<file path="config.mk">
export PLATFORM = sky130hd
export DESIGN_NAME = rr_prio_encoder_flat
export DESIGN_NICKNAME = d
export VERILOG_FILES = /design/src/rtl/enc_pkg.sv /design/src/rtl/rr_prio_encoder_if.sv /design/src/rtl/rr_pick.sv /design/src/rtl/rr_prio_encoder.sv /design/src/flat_wrapper.sv
export SDC_FILE = /design/constraint.sdc
export NUM_CORES = 1
export LEC_CHECK = 0
export CORE_UTILIZATION = 48
export DETAILED_ROUTE_END_ITERATION = 8
export PLACE_DENSITY = 0.74
export SYNTH_ARGS = -nofsm -noshare
export SYNTH_HDL_FRONTEND = slang
export SYNTH_HIERARCHICAL = 1
export SYNTH_SLANG_ARGS = --single-unit
</file>
<file path="constraint.sdc">
create_clock -name clk -period 2.2 [get_ports clk]
set_input_delay 0.66 -clock clk [delete_from_list [all_inputs] [get_ports clk]]
set_output_delay 0.66 -clock clk [all_outputs]
set_load 0.01 [all_outputs]
</file>
<file path="src/rtl/enc_pkg.sv">
// Shared definitions for the request-encoder family.
//   MODE_FIXED / MODE_RR : arbitration mode selectors for the MODE parameter.
//   clog2()              : index width for an N-input encoder (minimum 1).
//   popcount_gt1()       : true when more than one bit of a request vector is set.
package enc_pkg;

   localparam int MODE_FIXED = 0;
   localparam int MODE_RR    = 1;

   localparam int MAX_N = 256;

   function automatic int clog2(input int n);
      int r;
      r = 0;
      for (int v = n - 1; v > 0; v = v >> 1) r++;
      return (r == 0) ? 1 : r;
   endfunction

   // Clearing the lowest set bit leaves something behind only if a second bit
   // was set, which avoids building a full adder tree for the popcount.
   function automatic logic popcount_gt1(input logic [MAX_N-1:0] v);
      return (v & (v - {{(MAX_N-1){1'b0}}, 1'b1})) != '0;
   endfunction

endpackage

</file>
<file path="src/rtl/rr_prio_encoder_if.sv">
// Request/result bundle for rr_prio_encoder.
//   req       : N-bit request vector (any number of bits set)
//   out_ready : consumer accepts the current result this cycle
//   out_valid : result fields are valid
//   out_idx   : W-bit index of the winner
//   grant     : one-hot of out_idx while out_valid, zero otherwise
//   multi     : more than one request was set when the result was captured
// Modport master belongs to the requester/consumer side, slave to the encoder.
interface rr_prio_encoder_if
   import enc_pkg::*;
#(
   parameter int N = 8
);
   localparam int W = clog2(N);

   logic [N-1:0] req;
   logic         out_ready;
   logic         out_valid;
   logic [W-1:0] out_idx;
   logic [N-1:0] grant;
   logic         multi;

   modport master (output req, out_ready, input out_valid, out_idx, grant, multi);
   modport slave  (input req, out_ready, output out_valid, out_idx, grant, multi);

endinterface

</file>
<file path="src/rtl/rr_pick.sv">
// Combinational winner search: first set bit of req at or above ptr, wrapping
// to index 0 when nothing is set from ptr upward.
//   req    : N-bit request vector
//   ptr    : W-bit search start position
//   found  : at least one request is set
//   idx    : index of the winner
//   onehot : one-hot of the winner (zero when found is 0)
module rr_pick
   import enc_pkg::*;
#(
   parameter int N = 8
) (
   input  logic [N-1:0]          req,
   input  logic [clog2(N)-1:0]   ptr,
   output logic                  found,
   output logic [clog2(N)-1:0]   idx,
   output logic [N-1:0]          onehot
);
   localparam int W = clog2(N);

   logic [N-1:0] mask_ge;
   logic [N-1:0] masked;
   logic [N-1:0] src;
   logic [N-1:0] oh;
   logic [W-1:0] idx_c;

   // Two-pass search done in parallel: the upper slice (>= ptr) is preferred,
   // otherwise the whole vector is used, which is the wrapped-around part.
   // Lowest-set-bit isolation (x & -x) keeps the path a single carry chain.
   always_comb begin
      // NOTE: every always_comb output gets a default before any branch so no
      // path leaves it unassigned, which would otherwise infer a latch.
      mask_ge = '0;
      idx_c   = '0;
      for (int i = 0; i < N; i++) mask_ge[i] = (i >= int'(ptr));
      masked = req & mask_ge;
      src    = (masked != '0) ? masked : req;
      oh     = src & (~src + {{(N-1){1'b0}}, 1'b1});
      for (int i = 0; i < N; i++) begin
         if (oh[i]) idx_c = idx_c | W'(i);
      end
   end

   assign found  = (req != '0);
   assign idx    = idx_c;
   assign onehot = oh;

endmodule

</file>
<file path="src/rtl/rr_prio_encoder.sv">
// Registered N-to-log2(N) request encoder with fixed-priority or round-robin
// arbitration and a valid/ready output register.
//   clk : rising-edge clock
//   rst : synchronous active-high reset
//   bus : rr_prio_encoder_if.slave (req, out_ready in; out_valid, out_idx,
//         grant, multi out)
// Parameters: N request lines (2..256), MODE = MODE_FIXED or MODE_RR.
module rr_prio_encoder
   import enc_pkg::*;
#(
   parameter int N    = 8,
   parameter int MODE = MODE_FIXED
) (
   input  logic               clk,
   input  logic               rst,
   rr_prio_encoder_if.slave   bus
);
   localparam int W = clog2(N);

   logic         valid_q;
   logic [W-1:0] idx_q;
   logic [N-1:0] grant_q;
   logic         multi_q;
   logic [W-1:0] ptr;

   logic         found;
   logic [W-1:0] win_idx;
   logic [N-1:0] win_oh;
   logic         free;

   rr_pick #(.N(N)) u_pick (
      .req    (bus.req),
      .ptr    (ptr),
      .found  (found),
      .idx    (win_idx),
      .onehot (win_oh)
   );

   // The register may load whenever it is empty or its content leaves this cycle.
   assign free = !valid_q || bus.out_ready;

   // NOTE: state registers use non-blocking assignments so every flop samples
   // pre-edge values regardless of process evaluation order.
   always_ff @(posedge clk) begin
      if (rst) begin
         valid_q <= 1'b0;
         idx_q   <= '0;
         grant_q <= '0;
         multi_q <= 1'b0;
         ptr     <= '0;
      end else if (free) begin
         if (found) begin
            valid_q <= 1'b1;
            idx_q   <= win_idx;
            grant_q <= win_oh;
            multi_q <= popcount_gt1(MAX_N'(bus.req));
            // Explicit wrap at N-1 so non-power-of-2 N never reaches index N.
            if (MODE == MODE_RR)
               ptr <= (win_idx == W'(N - 1)) ? '0 : win_idx + W'(1);
         end else begin
            // out_idx deliberately keeps its last value when going empty.
            valid_q <= 1'b0;
            grant_q <= '0;
            multi_q <= 1'b0;
         end
      end
   end

   assign bus.out_valid = valid_q;
   assign bus.out_idx   = idx_q;
   assign bus.grant     = grant_q;
   assign bus.multi     = multi_q;

endmodule

</file>
<file path="src/flat_wrapper.sv">
// flat-port wrapper written by rule: the top's interface ports become plain ports
module rr_prio_encoder_flat import enc_pkg::*;
#(
   parameter int N    = 8,
   parameter int MODE = MODE_FIXED
)
  (clk, rst, bus_req, bus_out_ready, bus_out_valid, bus_out_idx, bus_grant, bus_multi);
  rr_prio_encoder_if #(.N(N)) bus_i ();
  input  logic clk;
  input  logic rst;
  input wire logic [$bits(bus_i.req)-1:0] bus_req;
  input wire logic [$bits(bus_i.out_ready)-1:0] bus_out_ready;
  output wire logic [$bits(bus_i.out_valid)-1:0] bus_out_valid;
  output wire logic [$bits(bus_i.out_idx)-1:0] bus_out_idx;
  output wire logic [$bits(bus_i.grant)-1:0] bus_grant;
  output wire logic [$bits(bus_i.multi)-1:0] bus_multi;
  assign bus_i.req = bus_req;
  assign bus_i.out_ready = bus_out_ready;
  assign bus_out_valid = bus_i.out_valid;
  assign bus_out_idx = bus_i.out_idx;
  assign bus_grant = bus_i.grant;
  assign bus_multi = bus_i.multi;
  rr_prio_encoder #(.N(N), .MODE(MODE)) u_core (.clk(clk), .rst(rst), .bus(bus_i));
endmodule
</file>
==> results <==
layer usage:
layer	routed length [um]	GRT usage, %	vias up
li1	-	-	561
met2	1250	44.2	45
met5	0	0	-
met1	1230	34.6	531
met3	216	8.24	0
met4	0	4.00	0
synthesized netlist by cell type (2+ instances only):
| cell | number |
|---|---|
| o21ai_1 | 3 |
| nand2_1 | 19 |
| dfxtp_1 | 13 |
| a31oi_1 | 4 |
| nor2_1 | 8 |
| a211oi_1 | 4 |
| a21oi_1 | 13 |
| nand3_1 | 13 |
| and2_1 | 2 |
| nor2b_1 | 2 |
| nor3_1 | 5 |
| clkbuf_1 | 4 |
| inv_1 | 4 |
| or3_1 | 2 |
| nor4_1 | 2 |
sequential cells by signal (all words and copies together), names as in the netlist:
register / flops
u_core/bus.out_idx: 3
u_core/bus.out_valid: 1
u_core/bus.grant: 8
u_core/bus.multi: 1
power breakdown:
group	total, mW	internal, mW	switching [mW]
Combinational	0.226	0.111	0.115
Clock	0.144	0.0703	0.0741
Sequential	0.255	0.249	0.00669
Total	0.626	0.430	0.196
worst max-delay path: stages:
cell	delay, ns
clkdlybuf4s50_1	0.41
or3_1	0.36
o31ai_2	0.11
nand4_1	0.26
o211ai_1	0.21
a41oi_1	0.16
nand3_1	0.10
a21oi_1	0.06
cell families (layout without fill, tap and decap cells):
family	after synthesis	in the layout	share of synthesized area, %
and+or+nand+nor	62	62	33.1
buffers and inverters	10	49	5.08
adders and majority gates	1	1	1.17
AOI/OAI and AO/OA	40	40	33.1
other	1	9	0.391
DFF	13	13	27.1
worst paths after layout:
check,end,cells after the start,slack (ns)
setup / recovery,u_core/bus.out_idx[1],8,0.03
setup reg to reg,u_core/bus.grant[3],4,1.14
hold reg to reg,u_core/bus.grant[6],2,0.46
hold / removal,u_core/bus.grant[6],2,0.46
through the flow:
| step | util (%) | hold slack (ns) |
|---|---|---|
| after floorplan | - | 0.470 |
| after global placement | 75.1 | 0.441 |
| after detailed placement | 75.1 | 0.445 |
| after CTS | 76.5 | 0.456 |
| after global routing | 77.6 | 0.473 |
| final | 77.6 | 0.455 |
layout make-up:
| class | instances | area (um^2) | area share, % |
|---|---|---|---|
| sequential | 13 | 260 | 18.6 |
| multi-input combinational | 112 | 696 | 49.7 |
| tap | 25 | 31.3 | 2.24 |
| clock buffer | 4 | 26.3 | 1.88 |
| inverter | 4 | 15.0 | 1.07 |
| timing repair buffer | 41 | 370 | 26.5 |
==> results.cfg <==
[clocking]
cts_buffers = 3
cts_buffer_depth = 2
cts_root_buf = clkbuf_4
post_cts_buffers = 0
cts_resized = 0
clock_latency_ns = 0.28
tritoncts = built
ctsHoldBuffers = 0
cts.clk_slew.worst_paths_ns = 0.08
cts.htree.levels = 1
cts_sinks = 13

[critical_path]
r2r-start = u_core/bus.out_valid
start_kind = input port
crit_fanout = 3
critPathKind = in -> reg
crit_path_start = bus_req[5]
critical_path_required_ns = 2.35
end_kind = flop
arrival_ns = 2.32

[place]
dp_hpwl_um = 2010
dp_cells = 195
post_dp_cell_area_um2 = 1350
pre_cts_ws_ns = -0.261
routabilityCongestion = 0.843
io_buffers = 23

[power_and_ir_drop]
p_total_uw = 626
p_leak_nw = 0.538
powerDensity_nw_per_um2 = 447
ir_worst_vdd_uv = 517

[logic_synthesis]
syn_area_per_cell_um2 = 7.56
ys.flop_type = dfxtp_1
syn-instance-count = 127
ys_types = 44
synth_area_um2 = 960
ys_warn_count = 6
synth_top_area_share_pct = 27.1
yosysSeqAreaShare_pct = 27.1
yosysTopAreaCell = dfxtp_1
synthTopCellsByArea = dfxtp_1, nand2_1, a21oi_1, nand3_1, a211oi_1
ys_seq_elements = 13
synth-edff-count = 0
async_flop_share_pct = 0

[route]
wl_per_cell_um = 13.5
antenna_left = 0
wl_um = 2700
drt_iter0_markers = 40
post_drt_via_cell_ratio = 5.71
drc = 0
firstDrtPassIters = 4
vias = 1137

[final_layout]
area_delta_synth_final_pct = 45.8
finalNonFillerCells = 199
final_common_cell = clkdlybuf4s50_1
antenna_cells = 0
fin_nets = 186
fillCellCount = 150
final_cell_mix = clkdlybuf4s50_1, nand2_1, buf_4, nand3_1, dfxtp_1
drive_above_1_share_pct = 20.1
final_area_um2 = 1400

[global_route]
grt_pass1_wl_um = 4220
grt_use_total_pct = 26.6
grt_pass1_vias = 977
grt-ovfl-total = 0
antenna_found_initial = 0
grt_max_degree = 14

[floorplan]
ioPinCount = 24
die_x_um = 46.7
fp.coreArea_um2 = 1800
die_area_um2 = 2180
rows = 15
start_util_pct = 53.3
die_y_um = 46.7

[sta]
finalCritPeriodShare_pct = 98.7
postLayoutSetupSlackWorst_ns = 0.0291
fin_skew_ns = 0.00602
min_period_ns = 2.17
hold_viol = 0
setup_tns_ns = 0
finalMaxSlewViolations = 0
max_freq_mhz = 461
setup_viol = 0

[min_path]
hp-class = reg -> reg
hp-start = u_core/bus.grant[6]

[run_status]
outcome = finished, final reports clean

[flow_run]
drv_cap = 0
(Power assumes the default switching activity.)
